==> src/rtl/uart_ctrl.sv <==
`timescale 1ns/1ps
// uart_ctrl: bus-facing register block in front of a simple UART core.
//   - TX path: TX_DEPTH-entry byte FIFO drained by a 4-state FSM that
//     pulses uart_we, waits for the core to go busy, then waits for busy
//     to drop before popping the head byte.
//   - RX path: 2-state FSM that captures each received byte once into a
//     single-entry buffer and holds uart_negate_read_ready until the core
//     drops uart_read_ready.
// Ports:
//   clk, rst_n            clock, synchronous active-low reset
//   bus_req/bus_we/bus_addr/bus_wdata   register access (0 TXDATA, 1 RXDATA,
//                         2 STATUS, 3 BAUD)
//   bus_rdata/bus_rvalid  read response, one cycle after a read strobe
//   uart_we/uart_data/uart_baud_max     TX side of the UART core
//   uart_busy             core TX busy
//   uart_read_ready/uart_rx_data/uart_negate_read_ready   RX side of the core
//   irq                   rx_valid OR (tx FIFO empty AND TX FSM idle)
//
// Bus handshake: bus_req is a single-cycle strobe with no back-pressure;
// every access is accepted in the cycle it is presented. A read always
// produces exactly one bus_rvalid pulse in the following cycle with
// bus_rdata valid during that pulse; writes produce no response.
module uart_ctrl #(
  parameter int          TX_DEPTH     = 4,
  parameter logic [15:0] BAUD_DEFAULT = 16'd868
) (
  input  logic        clk,
  input  logic        rst_n,
  input  logic        bus_req,
  input  logic        bus_we,
  input  logic [1:0]  bus_addr,
  input  logic [31:0] bus_wdata,
  output logic [31:0] bus_rdata,
  output logic        bus_rvalid,
  output logic        uart_we,
  output logic [7:0]  uart_data,
  output logic [15:0] uart_baud_max,
  input  logic        uart_busy,
  input  logic        uart_read_ready,
  input  logic [7:0]  uart_rx_data,
  output logic        uart_negate_read_ready,
  output logic        irq
);

  localparam int AW = (TX_DEPTH > 1) ? $clog2(TX_DEPTH) : 1;
  localparam logic [AW:0] DEPTH_C = TX_DEPTH[AW:0];

  localparam logic [1:0] A_TXDATA = 2'd0;
  localparam logic [1:0] A_RXDATA = 2'd1;
  localparam logic [1:0] A_STATUS = 2'd2;
  localparam logic [1:0] A_BAUD   = 2'd3;

  typedef enum logic [1:0] {
    IDLE      = 2'd0,
    START     = 2'd1,
    WAIT_BUSY = 2'd2,
    WAIT_DONE = 2'd3
  } tx_state_t;

  typedef enum logic {
    RX_IDLE = 1'b0,
    RX_ACK  = 1'b1
  } rx_state_t;

  tx_state_t   tx_state;
  rx_state_t   rx_state;

  logic [7:0]  mem [TX_DEPTH];
  logic [AW-1:0] wr_ptr;
  logic [AW-1:0] rd_ptr;
  logic [AW:0] count;

  logic [7:0]  rx_buf;
  logic        rx_valid;
  logic        rx_overrun;
  logic        tx_overflow;
  logic        irq_en;

  // ---------------------------------------------------------------------
  // Access decode and internal events
  // ---------------------------------------------------------------------
  logic bus_rd, bus_wr;
  logic tx_full, tx_empty;
  logic push_req, push, pop, overflow_evt;
  logic rx_pop, status_wr;
  logic [31:0] status_word;

  assign bus_rd       = bus_req & ~bus_we;
  assign bus_wr       = bus_req &  bus_we;
  assign tx_full      = (count == DEPTH_C);
  assign tx_empty     = (count == '0);
  assign push_req     = bus_wr && (bus_addr == A_TXDATA);
  // Fullness is judged on the current count, so a pop in the same cycle
  // does not make room for a write that arrives while full.
  assign push         = push_req && !tx_full;
  assign overflow_evt = push_req && tx_full;
  assign pop          = (tx_state == WAIT_DONE) && !uart_busy;
  assign rx_pop       = bus_rd && (bus_addr == A_RXDATA);
  assign status_wr    = bus_wr && (bus_addr == A_STATUS);

  assign status_word = {24'h0, tx_state, tx_overflow, uart_busy,
                        rx_overrun, rx_valid, tx_empty, tx_full};

  // Head byte stays put from START until the pop because pushes only
  // write the slot at wr_ptr, which differs from rd_ptr while non-full.
  assign uart_data = tx_empty ? 8'h00 : mem[rd_ptr];

  // irq_en keeps irq low through reset and the first cycle after it.
  assign irq = irq_en & (rx_valid | (tx_empty & (tx_state == IDLE)));

  logic unused_wdata;
  assign unused_wdata = ^bus_wdata[31:16];

  // ---------------------------------------------------------------------
  // FIFO storage (no reset needed: contents are only visible via count)
  // ---------------------------------------------------------------------
  always_ff @(posedge clk) begin
    if (push) mem[wr_ptr] <= bus_wdata[7:0];
  end

  // ---------------------------------------------------------------------
  // FIFO pointers, TX FSM, tx_overflow, baud register
  // ---------------------------------------------------------------------
  always_ff @(posedge clk) begin
    if (!rst_n) begin
      wr_ptr        <= '0;
      rd_ptr        <= '0;
      count         <= '0;
      tx_state      <= IDLE;
      uart_we       <= 1'b0;
      tx_overflow   <= 1'b0;
      uart_baud_max <= BAUD_DEFAULT;
    end else begin
      if (push) wr_ptr <= wr_ptr + 1'b1;
      if (pop)  rd_ptr <= rd_ptr + 1'b1;
      case ({push, pop})
        2'b10:   count <= count + 1'b1;
        2'b01:   count <= count - 1'b1;
        default: count <= count;
      endcase

      case (tx_state)
        IDLE: begin
          if (!tx_empty) begin
            tx_state <= START;
            uart_we  <= 1'b1;
          end
        end
        START: begin
          tx_state <= WAIT_BUSY;
          uart_we  <= 1'b0;
        end
        WAIT_BUSY: begin
          if (uart_busy) tx_state <= WAIT_DONE;
        end
        WAIT_DONE: begin
          if (!uart_busy) tx_state <= IDLE;
        end
        default: tx_state <= IDLE;
      endcase

      // A new overflow in the same cycle as a clear wins.
      if (status_wr && bus_wdata[5]) tx_overflow <= 1'b0;
      if (overflow_evt)              tx_overflow <= 1'b1;

      // The divider only changes while nothing is queued or in flight.
      if (bus_wr && (bus_addr == A_BAUD) && (bus_wdata[15:0] != 16'h0) &&
          (tx_state == IDLE) && tx_empty)
        uart_baud_max <= bus_wdata[15:0];
    end
  end

  // ---------------------------------------------------------------------
  // RX FSM and receive buffer
  // ---------------------------------------------------------------------
  always_ff @(posedge clk) begin
    if (!rst_n) begin
      rx_state               <= RX_IDLE;
      rx_buf                 <= 8'h00;
      rx_valid               <= 1'b0;
      rx_overrun             <= 1'b0;
      uart_negate_read_ready <= 1'b0;
    end else begin
      if (rx_pop) rx_valid <= 1'b0;
      if (status_wr && bus_wdata[3]) rx_overrun <= 1'b0;

      case (rx_state)
        RX_IDLE: begin
          if (uart_read_ready) begin
            rx_state               <= RX_ACK;
            uart_negate_read_ready <= 1'b1;
            // A pop in this same cycle frees the buffer for the new byte.
            if (!rx_valid || rx_pop) begin
              rx_buf   <= uart_rx_data;
              rx_valid <= 1'b1;
            end else begin
              rx_overrun <= 1'b1;
            end
          end
        end
        RX_ACK: begin
          if (!uart_read_ready) begin
            rx_state               <= RX_IDLE;
            uart_negate_read_ready <= 1'b0;
          end
        end
        default: rx_state <= RX_IDLE;
      endcase
    end
  end

  // ---------------------------------------------------------------------
  // Read response and irq enable
  // ---------------------------------------------------------------------
  always_ff @(posedge clk) begin
    if (!rst_n) begin
      bus_rvalid <= 1'b0;
      bus_rdata  <= 32'h0;
      irq_en     <= 1'b0;
    end else begin
      irq_en     <= 1'b1;
      bus_rvalid <= bus_rd;
      bus_rdata  <= 32'h0;
      if (bus_rd) begin
        case (bus_addr)
          A_TXDATA: bus_rdata <= 32'h0;
          A_RXDATA: bus_rdata <= rx_valid ? {24'h0, rx_buf} : 32'h0;
          A_STATUS: bus_rdata <= status_word;
          A_BAUD:   bus_rdata <= {16'h0, uart_baud_max};
          default:  bus_rdata <= 32'h0;
        endcase
      end
    end
  end

endmodule

==> config.mk <==
export PLATFORM = sky130hd
export DESIGN_NAME = uart_ctrl
export DESIGN_NICKNAME = d
export VERILOG_FILES = /design/src/rtl/uart_ctrl.sv
export SDC_FILE = /design/constraint.sdc
export NUM_CORES = 1
export LEC_CHECK = 0
export BUFFER_PORTS_ARGS = -buffer_cell sky130_fd_sc_hd__buf_2
export CAP_MARGIN = 20
export CELL_PAD_IN_SITES_DETAIL_PLACEMENT = 1
export CELL_PAD_IN_SITES_GLOBAL_PLACEMENT = 2
export CORE_UTILIZATION = 33
export DETAILED_ROUTE_END_ITERATION = 8
export PLACE_DENSITY = 0.84
export RECOVER_POWER = 50
export SLEW_MARGIN = 20
export SYNTH_ARGS = -nofsm -noshare
export SYNTH_HDL_FRONTEND = slang
export SYNTH_SLANG_ARGS = --single-unit
export TNS_END_PERCENT = 30
==> constraint.sdc <==
create_clock -name clk -period 3.2 [get_ports clk]
set_input_delay 0.64 -clock clk [delete_from_list [all_inputs] [get_ports clk]]
set_output_delay 0.64 -clock clk [all_outputs]
set_load 0.02 [all_outputs]
==> metrics.log, run 1 <==
INFO  metric yosys_register_bits = 91
INFO  metric layout_net_count = 478
INFO  metric r2r_setup_slack = 710 ps
INFO  metric hpwlAfterDp = 6502 um
INFO  metric grt_util_all_layers = 15.65%
INFO  metric floorplan.core_area = 11,470 um2
INFO  metric clkTransAtPathRegs = 70 ps
INFO  metric synth.yosys.warnings = 0
INFO  metric synth_enable_flop_cells = 32
INFO  metric grt_pass1_wl = 14,590 um
INFO  metric cts-buffers-inserted = 9
INFO  metric initial_antenna_violation_count = 0
INFO  metric swShare = 26.21%
INFO  metric fmax = 0.3658 GHz
INFO  metric vdd_ir_drop_max = 0.2362 mV
INFO  metric post_synth_main_area_contributors = dfxtp_1 30%, edfxtp_1 25%, mux2i_1 6.7%
INFO  metric postRouteAntennaNets = 0
INFO  metric worst_r2r_path_depth = 6
INFO  metric syn_area = 3900 um2
INFO  metric globalRoute.totalOverflow = 0
INFO  metric worst_r2r_endpoint = uart_baud_max[10]$_SDFFE_PN0P_
INFO  metric slew_headroom = -43.73%
INFO  metric routed_wl = 9190 um
INFO  metric clock_insertion_delay_worst_skew = 340 ps
INFO  metric holdCritPathClass = reg2reg
INFO  metric worst_hold_path.num_cells = 2
INFO  metric remaining_drc_errors = 0
INFO  metric top_level_i_o_count = 108
INFO  metric chipHeight = 110.7 um
INFO  metric pre_cts_slack = 646.5 ps
INFO  metric period_needed = 2734 ps
INFO  metric row_count = 39
INFO  metric status = finished with violations
INFO  metric wl_per_cell = 16.24 um
INFO  metric final.fill_count = 1,279
INFO  metric grt_setup_unrepaired = false
INFO  metric cts_repair_resize_count = 0
INFO  metric clock_sink_count = 91
INFO  metric floorplan.die.width = 110.7 um
INFO  metric hp-start = uart_baud_max[12]$_SDFFE_PN0P_
INFO  metric io_buffer_count = 75
INFO  metric power_frac_comb = 11.9%
INFO  metric floorplan.initialDensity = 34.01%
INFO  metric violations = capacitance limit, slew limit
INFO  metric die_area = 12,260 um2
INFO  metric timing.setup.critical_path_class = in2reg
INFO  metric worstSetupEndpointType = register
INFO  metric clock-root-buffer = clkbuf_16
INFO  metric post_synth_and_or_nand_nor_area_fraction = 17.10%
INFO  metric tritoncts = yes
INFO  metric drt_iter0_markers = 51
INFO  metric postLayoutSetupSlackWorst = 466.2 ps
INFO  metric synth_top_cell_area_share = 30.29%
INFO  metric crit_fanout = 54
INFO  metric drive_above_1_share = 14.42%
INFO  metric synth.distinct_cells = 38
INFO  metric synth.most_common_cell = dfxtp_1
INFO  metric min_to = uart_baud_max[12]$_SDFFE_PN0P_
INFO  metric grt_pass1_vias = 2,746
INFO  metric worst_clock_skew = 5.672 ps
INFO  metric yosys.area_share.adder = 4.042%
INFO  metric hold_buffers = 0
INFO  metric clock_tree.buffer_depth = 2
INFO  metric mean_post_synth_cell_area = 11.30 um2
INFO  metric tightest_slew = 2156 ps
INFO  metric main_combinational_cell_family_by_area_after_synthesis = simple AND/OR/NAND/NOR gates
INFO  metric crit_required = 3410 ps
INFO  metric vias = 2,639
INFO  metric maximum_number_of_pins_on_one_net_before_global_route_repair = 55
INFO  metric share_clk_of_total_power = 39.2%
INFO  metric ctsHtreeMaxLevel = 3
INFO  metric asyncSetResetFlopFracSynth = 0%
INFO  metric final-max-slew-violation-count = 55
INFO  metric area.growth.synth_to_final = 17.23%
INFO  metric synth_xor_xnor_area_share = 1.123%
INFO  metric synth_compound_area_share = 5.005%
INFO  metric drt-pass1-iter-count = 4
INFO  metric setup.worst_path.start_class = input pin
INFO  metric final_hold_violation_count = 0
INFO  metric power_switching = 0.0006795 W
INFO  metric setup_tns = 0 ps
INFO  metric power.static_leakage = 1.712 nW
INFO  metric power_per_cell_area = 567.2 nW/um2
INFO  metric globalplace.congestion = 0.7149
INFO  metric cap_viol_max_count = 1
INFO  metric antenna_cells = 0
INFO  metric via_per_inst = 4.663
INFO  metric post-cts-setup-buffers = 0
INFO  metric synthDominantAreaCellType = dfxtp_1
INFO  metric synth-main-ff-cell = dfxtp_1
INFO  metric synth_commonest_cells = 59 x dfxtp_1, 46 x nand2_1, 32 x edfxtp_1, 29 x nor2b_1, 26 x mux2i_1
INFO  metric p_seq_share = 48.8%
INFO  metric p_int = 0.001914 W
INFO  metric report.final.setup_viol = 0
INFO  metric layout_worst_path_cycle_share = 85.43%
INFO  metric synth_sequential_area_ratio = 54.92%
INFO  metric critical_register_to_register_path_startpoint = tx_state[0]$_SDFFE_PN0P_
INFO  metric synthesis.instances = 345
INFO  metric post_synth_mux_area_share = 11.29%
INFO  metric cp_data_arrival_time = 2940 ps
[how the worst max path moves through the flow]
stage                        startpoint                             to  slack, ps
6_report                          rst_n  uart_baud_max[2]$_SDFFE_PN1P_        470
5_1_grt                           rst_n  uart_baud_max[2]$_SDFFE_PN1P_        180
4_1_cts        tx_state[0]$_SDFFE_PN0P_                            irq        450
3_5_place_dp                bus_addr[0]          count[2]$_SDFFE_PN0P_        650
3_3_place_gp                bus_addr[0]          count[2]$_SDFFE_PN0P_        720
2_1_floorplan               bus_addr[1]          count[2]$_SDFFE_PN0P_        780
[kinds of logic after synthesis]
| group | Yosys count |
|---|---|
| and+or+nand+nor | 126 |
| xor gates and xnor gates | 5 |
| DFF | 91 |
| other | 1 |
| buffers and inverters | 46 |
| muxes | 34 |
| adders and majority gates | 12 |
| AOI/OAI and AO/OA | 30 |
[routing by layer]
metal / up-vias / routed length (um) / track usage [%]
li1: 1285 / - / -
met5: - / 0 / 0
met2: 71 / 4693 / 26.87
met3: 7 / 466 / 4.702
met4: 0 / 84 / 4.000
met1: 1276 / 3946 / 19.10
[cell usage in the layout (no fill, tap or decap), types with 4 or more instances in the layout]
cell type / n
a21boi_0: 4
a22oi_1: 8
and2_1: 17
buf_2: 32
clkbuf_1: 44
clkbuf_16: 10
clkinv_2: 4
conb_1: 16
dfxtp_1: 59
edfxtp_1: 32
ha_1: 11
inv_1: 14
mux2i_1: 26
mux4_2: 8
nand2_1: 46
nor2_1: 11
nor2b_1: 29
nor4_1: 4
o21ai_0: 13
[power groups by stage]
stage / Sequential (W) / Clock, W / Combinational [W]
after floorplan: 0.00129 / 0 / 0.000220
after global placement: 0.00129 / 0 / 0.000297
after detailed placement: 0.00129 / 0 / 0.000312
after CTS: 0.00127 / 0.00105 / 0.000319
after global routing: 0.00127 / 0.00110 / 0.000342
final: 0.00127 / 0.00102 / 0.000309
[state kept, by name (all words and copies together), names as in the netlist, 2 cells and up, named ones only]
register and flops:
mem 32, bus_rdata 16, uart_baud_max 16, rx_buf 8
count 3, rd_ptr 2, tx_state 2, wr_ptr 2
[area by class of cell]
| cell class | instances | area [um2] | share of cell area, % |
|---|---|---|---|
| sequential | 91 | 2142 | 46.85 |
| multi-input combinational | 223 | 1564 | 34.21 |
| timing repair buffer | 79 | 347.8 | 7.608 |
| clock buffer | 10 | 250.2 | 5.473 |
| tap | 143 | 178.9 | 3.914 |
| inverter | 14 | 52.55 | 1.149 |
| clock inverter | 6 | 36.28 | 0.7937 |
[worst max-delay path: stages]
cell and delay [ps]:
buf_2 100, clkbuf_1 1530, inv_1 360, nor2_1 200, mux2i_1 90
[per-stage QoR]
step | instances | area (um2) | utilization (%) | total power [W] | hold WS, ps
3_3_place_gp | 550 | 4343 | 37.87 | 0.001588 | 453.0
2_1_floorplan | 360 | 3956 | - | 0.001512 | 476.0
4_1_cts | 566 | 4629 | 40.37 | 0.002637 | 478.0
3_5_place_dp | 550 | 4343 | 37.87 | 0.001605 | 462.9
6_report | 566 | 4572 | 39.87 | 0.002593 | 472.9
5_1_grt | 566 | 4572 | 39.87 | 0.002713 | 505.9
Power figures use the tool's default switching activity.
==> run 2, diff against run 1 <==
==> constraint.sdc (replaced) <==
create_clock -name clk -period 3.2 [get_ports clk]
set_input_delay 0.32 -clock clk [delete_from_list [all_inputs] [get_ports clk]]
set_output_delay 0.32 -clock clk [all_outputs]
set_load 0.02 [all_outputs]
==> run 2 against run 1 <==
Net effect:
- highest routed layer unchanged
- worst setup slack better by 310 ps
- register-to-register slack better by 70 ps
- non-clock buffer count is the same
- clock skew about the same
- routed wire length down 4.2%
- the run still ends with capacitance limit, slew limit left
- combinational power is 4% lower
- critical endpoint is now count[2]$_SDFFE_PN0P_
- critical path type is now reg2reg
==> metrics.log, run 2 (synthesis gave the netlist of run 1 again) <==
INFO  metric drt_iter0_markers = 65 (+27%)
INFO  metric hp-start = uart_read_ready
INFO  metric status = finished with violations
INFO  metric min_to = rx_state$_SDFF_PN0_
INFO  metric grt_util_all_layers = 15.18% (-0.46 points)
INFO  metric drt-pass1-iter-count = 5 (+1)
INFO  metric final-max-slew-violation-count = 55 (unchanged)
INFO  metric vdd_ir_drop_max = 0.3429 mV (+45%)
INFO  metric wl_per_cell = 15.56 um (-4.2%)
INFO  metric clock_insertion_delay_worst_skew = 340 ps (about the same)
INFO  metric drive_above_1_share = 13.71% (-0.71 points)
INFO  metric period_needed = 2425 ps (-308.9 ps)
INFO  metric post-cts-setup-buffers = 0 (unchanged)
INFO  metric violations = capacitance limit, slew limit
INFO  metric power_switching = 0.0006895 W (+1.5%)
INFO  metric clkTransAtPathRegs = 70 ps (about the same)
INFO  metric crit_required = 3470 ps (+60 ps)
INFO  metric worstSetupEndpointType = register
INFO  metric power.static_leakage = 1.693 nW (-1.1%)
INFO  metric maximum_number_of_pins_on_one_net_before_global_route_repair = 55 (unchanged)
INFO  metric cp_data_arrival_time = 2690 ps (-250 ps)
INFO  metric timing.setup.critical_path_class = reg2reg
INFO  metric layout_worst_path_cycle_share = 75.78% (-9.7 points)
INFO  metric area.growth.synth_to_final = 17.52%
INFO  metric timing.critical_path.max_delay_family = simple AND/OR/NAND/NOR gates
INFO  metric cts-buffers-inserted = 9 (unchanged)
INFO  metric die_area = 12,260 um2 (unchanged)
INFO  metric grt_pass1_wl = 14,280 um (-2.1%)
INFO  metric top_level_i_o_count = 108 (unchanged)
INFO  metric clock_sink_count = 91 (unchanged)
INFO  metric cap_viol_max_count = 1 (unchanged)
INFO  metric grt_setup_unrepaired = false
INFO  metric dpl.cell_count = 550 (unchanged)
INFO  metric via_per_inst = 4.696 (+0.72%)
INFO  metric worst_r2r_endpoint = count[2]$_SDFFE_PN0P_
INFO  metric critical_register_to_register_path_startpoint = count[2]$_SDFFE_PN0P_
INFO  metric worst_hold_path.num_cells = 2 (unchanged)
INFO  metric clock-root-buffer = clkbuf_16
INFO  metric power_frac_comb = 11.3% (-0.6 points)
INFO  metric clock_tree.buffer_depth = 2 (unchanged)
INFO  metric final_standard_cell_count_with_taps_included_and_fillers_excluded = 566 (unchanged)
INFO  metric largest_register_ffs = 32 (unchanged)
INFO  metric p_int = 0.001949 W (+1.8%)
INFO  metric vias = 2,658 (+0.72%)
INFO  metric floorplan.initialDensity = 34.01% (unchanged)
INFO  metric cp_common_cell = inv_1
INFO  metric swShare = 26.14% (-0.068 points)
INFO  metric io_buffer_count = 75 (unchanged)
INFO  metric chipHeight = 110.7 um (unchanged)
INFO  metric tritoncts = yes
INFO  metric setup.worst_path.start_class = register
INFO  metric antenna_cells = 0 (unchanged)
INFO  metric postRouteAntennaNets = 0 (unchanged)
INFO  metric row_count = 39 (unchanged)
INFO  metric globalplace.congestion = 0.7272 (+1.7%)
INFO  metric initial_antenna_violation_count = 0 (unchanged)
INFO  metric regMostFlops = mem
INFO  metric slew_headroom = -39.17% (+4.6 points)
INFO  metric p_seq_share = 48.0% (-0.8 points)
INFO  metric layout.cells.most_common = dfxtp_1
INFO  metric routed_wl = 8805 um (-4.2%)
INFO  metric finalCoreUtilization = 39.97% (+0.098 points)
INFO  metric crit_slowest_cell = dfxtp_1
INFO  metric crit_fanout = 7 (-87%)
INFO  metric crit_chain = nor3b_1 > nor3_1 > buf_4 > inv_1 > ha_1 > inv_1 > fa_1 > xor2_1 > or3_1 > a21boi_0
INFO  metric power_per_cell_area = 575.6 nW/um2 (+1.5%)
INFO  metric holdCritPathClass = in2reg
INFO  metric cts_repair_resize_count = 0 (unchanged)
INFO  metric globalRoute.totalOverflow = 0 (unchanged)
INFO  metric r2r_setup_slack = 780 ps (+70 ps)
INFO  metric largest_registers = mem (32), bus_rdata (16), uart_baud_max (16)
INFO  metric floorplan.core_area = 11,470 um2 (unchanged)
INFO  metric layout_net_count = 478 (unchanged)
INFO  metric hold_buffers = 0 (unchanged)
INFO  metric hpwlAfterDp = 6425 um (-1.2%)
INFO  metric worst_r2r_path_depth = 10 (+4)
INFO  metric critical_path.n_buffers_inverters = 3 (unchanged)
INFO  metric worst_clock_skew = 5.311 ps (-0.3611 ps)
INFO  metric final_cell_mix = 59 x dfxtp_1, 47 x clkbuf_1, 46 x nand2_1
INFO  metric share_clk_of_total_power = 40.7% (+1.5 points)
INFO  metric setup_tns = 0 ps (unchanged)
INFO  metric holdWs = 224.3 ps (-248.6 ps)
INFO  metric ctsHtreeMaxLevel = 3 (unchanged)
INFO  metric tightest_slew = 2087 ps (-68.51 ps)
INFO  metric grt_pass1_vias = 2,769 (+0.84%)
INFO  metric report.final.setup_viol = 0 (unchanged)
INFO  metric fmax = 0.4124 GHz (+13%)
INFO  metric crit_path_max_incr_delay = 380 ps (-1150 ps)
INFO  metric final_hold_violation_count = 0 (unchanged)
INFO  metric floorplan.die.width = 110.7 um (unchanged)
INFO  metric remaining_drc_errors = 0 (unchanged)
-- run 2: power by group through the flow --
stage	clock [W]	sequential, W	combinational, W
final	0.00107	0.00127	0.000298
after global routing	0.00114	0.00127	0.000337
after CTS	0.00110	0.00127	0.000309
after detailed placement	0	0.00129	0.000306
after global placement	0	0.00129	0.000296
after floorplan	0	0.00129	0.000220
-- run 2: layer usage --
| metal | part of all wire [%] | vias to the layer above | wire [um] | global-route usage, % |
|---|---|---|---|---|
| li1 | - | 1288 | - | - |
| met1 | 44 | 1301 | 3844 | 18.46 |
| met2 | 51 | 63 | 4490 | 25.96 |
| met3 | 4.7 | 6 | 418 | 4.921 |
| met4 | 0.59 | 0 | 52 | 3.733 |
| met5 | 0 | - | 0 | 0 |
-- run 2: metrics by stage --
step | total power (W) | cell area [um2] | setup slack, ps
floorplan | 0.001512 | 3956 | 1101
global placement | 0.001586 | 4343 | 874.8
detailed placement | 0.001599 | 4343 | 802.2
CTS | 0.002675 | 4644 | 750.2
global route | 0.002746 | 4583 | 493.5
finish | 0.002638 | 4583 | 775.1
-- run 2: cell type report --
cell class                 count  area, um2
clock buffer                   9      225.2
fill                        1294       6884
clock inverter                 7      76.32
timing repair buffer          79      344.1
inverter                      14      52.55
multi-input combinational    223       1564
sequential                    91       2142
tap                          143      178.9
-- run 2: worst max path at each step --
stage	end	slack [ps]	from	cells past startpoint
after floorplan	count[2]$_SDFFE_PN0P_	1100	count[2]$_SDFFE_PN0P_	9
after global placement	count[2]$_SDFFE_PN0P_	870	count[2]$_SDFFE_PN0P_	10
after detailed placement	count[2]$_SDFFE_PN0P_	800	count[2]$_SDFFE_PN0P_	10
after CTS	irq	750	tx_state[0]$_SDFFE_PN0P_	5
after global routing	uart_baud_max[2]$_SDFFE_PN1P_	490	rst_n	5
final	count[2]$_SDFFE_PN0P_	780	count[2]$_SDFFE_PN0P_	10
==> run 3, diff against run 2 <==
==> constraint.sdc (replaced) <==
create_clock -name clk -period 2.3 [get_ports clk]
set_input_delay 0.23 -clock clk [delete_from_list [all_inputs] [get_ports clk]]
set_output_delay 0.23 -clock clk [all_outputs]
set_load 0.02 [all_outputs]
==> run 3 against run 2 <==
Net effect:
- the run now ends clean
- clock skew increased by 1.4 ps
- core utilization increased by 0.67 points
- non-clock buffer count is 6 higher
- sequential share of layout area fell by 0.77 points
- combinational power grew 49%
- critical path type is now reg2out
==> metrics.log, run 3 (synthesis gave the netlist of run 1 again) <==
INFO  metric status = finished clean
INFO  metric crit_fanout = 5 (-2)
INFO  metric layout_net_count = 484 (+1.3%)
INFO  metric setup.worst_path.start_class = register
INFO  metric crit_path_max_incr_delay = 530 ps (+150 ps)
INFO  metric floorplan.initialDensity = 34.01% (unchanged)
INFO  metric power_per_cell_area = 812.4 nW/um2 (+41%)
INFO  metric regMostFlops = mem
INFO  metric remaining_drc_errors = 0 (unchanged)
INFO  metric io_buffer_count = 75 (unchanged)
INFO  metric critical_register_to_register_path_startpoint = count[2]$_SDFFE_PN0P_
INFO  metric die_area = 12,260 um2 (unchanged)
INFO  metric wl_per_cell = 15.55 um (about the same)
INFO  metric area.growth.synth_to_final = 19.47%
INFO  metric min_to = rx_state$_SDFF_PN0_
INFO  metric cap_viol_max_count = 0 (-1)
INFO  metric layout.cells.most_common = dfxtp_1
INFO  metric final_hold_violation_count = 0 (unchanged)
INFO  metric timing.setup.critical_path_class = reg2out
INFO  metric initial_antenna_violation_count = 0 (unchanged)
INFO  metric final_standard_cell_count_with_taps_included_and_fillers_excluded = 572 (+1.1%)
INFO  metric hpwlAfterDp = 6515 um (+1.4%)
INFO  metric finalCoreUtilization = 40.63% (+0.67 points)
INFO  metric hp-start = uart_read_ready
INFO  metric drt_iter0_markers = 63 (-3.1%)
INFO  metric row_count = 39 (unchanged)
INFO  metric crit_chain = inv_1 > ha_1 > or4b_4 > a21boi_1 > buf_2
INFO  metric period_needed = 2185 ps
INFO  metric tritoncts = yes
INFO  metric drt-pass1-iter-count = 4 (-1)
INFO  metric crit_required = 2070 ps (-1400 ps)
INFO  metric grt_pass1_wl = 14,230 um (-0.29%)
INFO  metric critical_path.n_buffers_inverters = 2 (-1)
INFO  metric clock_insertion_delay_worst_skew = 350 ps (about the same)
INFO  metric largest_register_ffs = 32 (unchanged)
INFO  metric floorplan.die.width = 110.7 um (unchanged)
INFO  metric worst_r2r_endpoint = count[2]$_SDFFE_PN0P_
INFO  metric fmax = 0.4577 GHz
INFO  metric worst_clock_skew = 6.743 ps (+1.431 ps)
INFO  metric cts-buffers-inserted = 9 (unchanged)
INFO  metric tightest_slew = 937.6 ps (-1150 ps)
INFO  metric clock_sink_count = 91 (unchanged)
INFO  metric globalplace.congestion = 0.7326 (+0.74%)
INFO  metric routed_wl = 8893 um (+1.0%)
INFO  metric largest_registers = mem (32), bus_rdata (16), uart_baud_max (16)
INFO  metric layout_worst_path_cycle_share = 94.99%
INFO  metric grt_pass1_vias = 2,706 (-2.3%)
INFO  metric worst_r2r_path_depth = 9 (-1)
INFO  metric postRouteAntennaNets = 0 (unchanged)
INFO  metric final-max-slew-violation-count = 0 (-100%)
INFO  metric ctsHtreeMaxLevel = 3 (unchanged)
INFO  metric maximum_number_of_pins_on_one_net_before_global_route_repair = 55 (unchanged)
INFO  metric slew_headroom = 37.49% (+77 points)
INFO  metric vias = 2,650 (-0.30%)
INFO  metric drive_above_1_share = 16.08% (+2.4 points)
INFO  metric clkTransAtPathRegs = 60 ps (about the same)
INFO  metric clock-root-buffer = clkbuf_16
INFO  metric crit_slowest_cell = or4b_4
INFO  metric cp_data_arrival_time = 1950 ps (-740 ps)
INFO  metric globalRoute.totalOverflow = 0 (unchanged)
INFO  metric worst_hold_path.num_cells = 2 (unchanged)
INFO  metric top_level_i_o_count = 108 (unchanged)
INFO  metric hold_buffers = 0 (unchanged)
INFO  metric timing.critical_path.max_delay_family = simple AND/OR/NAND/NOR gates
INFO  metric floorplan.core_area = 11,470 um2 (unchanged)
INFO  metric final_cell_mix = 59 x dfxtp_1, 46 x nand2_1, 45 x clkbuf_1
INFO  metric chipHeight = 110.7 um (unchanged)
INFO  metric clock_tree.buffer_depth = 2 (unchanged)
INFO  metric worstSetupEndpointType = primary output
INFO  metric setup_tns = 0 ps (unchanged)
INFO  metric final.fill_count = 1,286 (-0.62%)
INFO  metric dpl.cell_count = 556 (+1.1%)
INFO  metric r2r_setup_slack = 210 ps (-570 ps)
INFO  metric grt_setup_unrepaired = false
INFO  metric antenna_cells = 0 (unchanged)
INFO  metric via_per_inst = 4.633 (-1.3%)
INFO  metric report.final.setup_viol = 0 (unchanged)
INFO  metric holdCritPathClass = in2reg
INFO  metric grt_util_all_layers = 15.13% (-0.056 points)
INFO  metric vdd_ir_drop_max = 0.4587 mV (+34%)
INFO  metric power.static_leakage = 1.754 nW (+3.6%)
run 3: cell count changes in the layout (fill, tap and decap cells not counted), moves of 2 or more:
cell | previous run | this run
buf_2 | 29 | 31
buf_4 | 3 | 9
and2_0 | 4 | 1
clkinvlp_4 | 4 | 2
clkbuf_1 | 47 | 45
and2_1 | 16 | 19
run 3: layout make-up:
| cell class | instances | area (um2) | share of cell area, % |
|---|---|---|---|
| Tap cell | 143 | 178.9 | 3.840 |
| Clock buffer | 10 | 229.0 | 4.914 |
| Timing Repair Buffer | 85 | 392.9 | 8.432 |
| Clock inverter | 6 | 88.84 | 1.907 |
| Multi-Input combinational cell | 223 | 1575 | 33.81 |
| Sequential cell | 91 | 2142 | 45.97 |
| Inverter | 14 | 52.55 | 1.128 |
run 3: power breakdown:
part	switching, W	total [W]	internal (W)
Sequential	0.0000442	0.00176	0.00171
Clock	0.000629	0.00158	0.000954
Combinational	0.000275	0.000444	0.000169
Total	0.000948	0.00379	0.00284
run 3: worst max-delay path by stage:
| stage | endpoint | start | cells after the start | slack [ps] |
|---|---|---|---|---|
| finish | irq | tx_state[0]$_SDFFE_PN0P_ | 5 | 120 |
| floorplan | count[2]$_SDFFE_PN0P_ | count[2]$_SDFFE_PN0P_ | 9 | 200 |
| detailed placement | count[2]$_SDFFE_PN0P_ | tx_state[1]$_SDFFE_PN0P_ | 8 | 160 |
| CTS | irq | tx_state[0]$_SDFFE_PN0P_ | 5 | 40 |
| global route | uart_data[7] | register | 3 | 10 |
| global placement | count[2]$_SDFFE_PN0P_ | tx_state[1]$_SDFFE_PN0P_ | 8 | 210 |
run 3: repair_timing:
| item | in CTS | in global routing |
|---|---|---|
| pin swaps | 0 | 0 |
| hold endpoints to repair | 0 | 0 |
| buffers inserted | 0 | 0 |
| endpoints found under the setup margin | 1 | 2 |
| gates resized for setup | 1 | 3 |
run 3: through the flow:
stage / hold slack [ps] / power, W / area [um2] / setup WS, ps
floorplan: 257.7 / 0.002104 / 3956 / 201.3
global placement: 450.7 / 0.002217 / 4388 / 211.1
detailed placement: 459.8 / 0.002241 / 4388 / 160.8
CTS: 130.0 / 0.003832 / 4710 / 36.46
global route: 145.8 / 0.003920 / 4659 / 14.56
finish: 133.5 / 0.003785 / 4659 / 115.1
run 3: per-layer routing:
metal / track usage (%) / part of all wire (%) / up-vias
li1: - / - / 1301
met1: 19.11 / 47 / 1279
met2: 24.84 / 48 / 59
met3: 3.773 / 3.8 / 11
met4: 5.867 / 1.6 / 0
met5: 0 / 0 / -
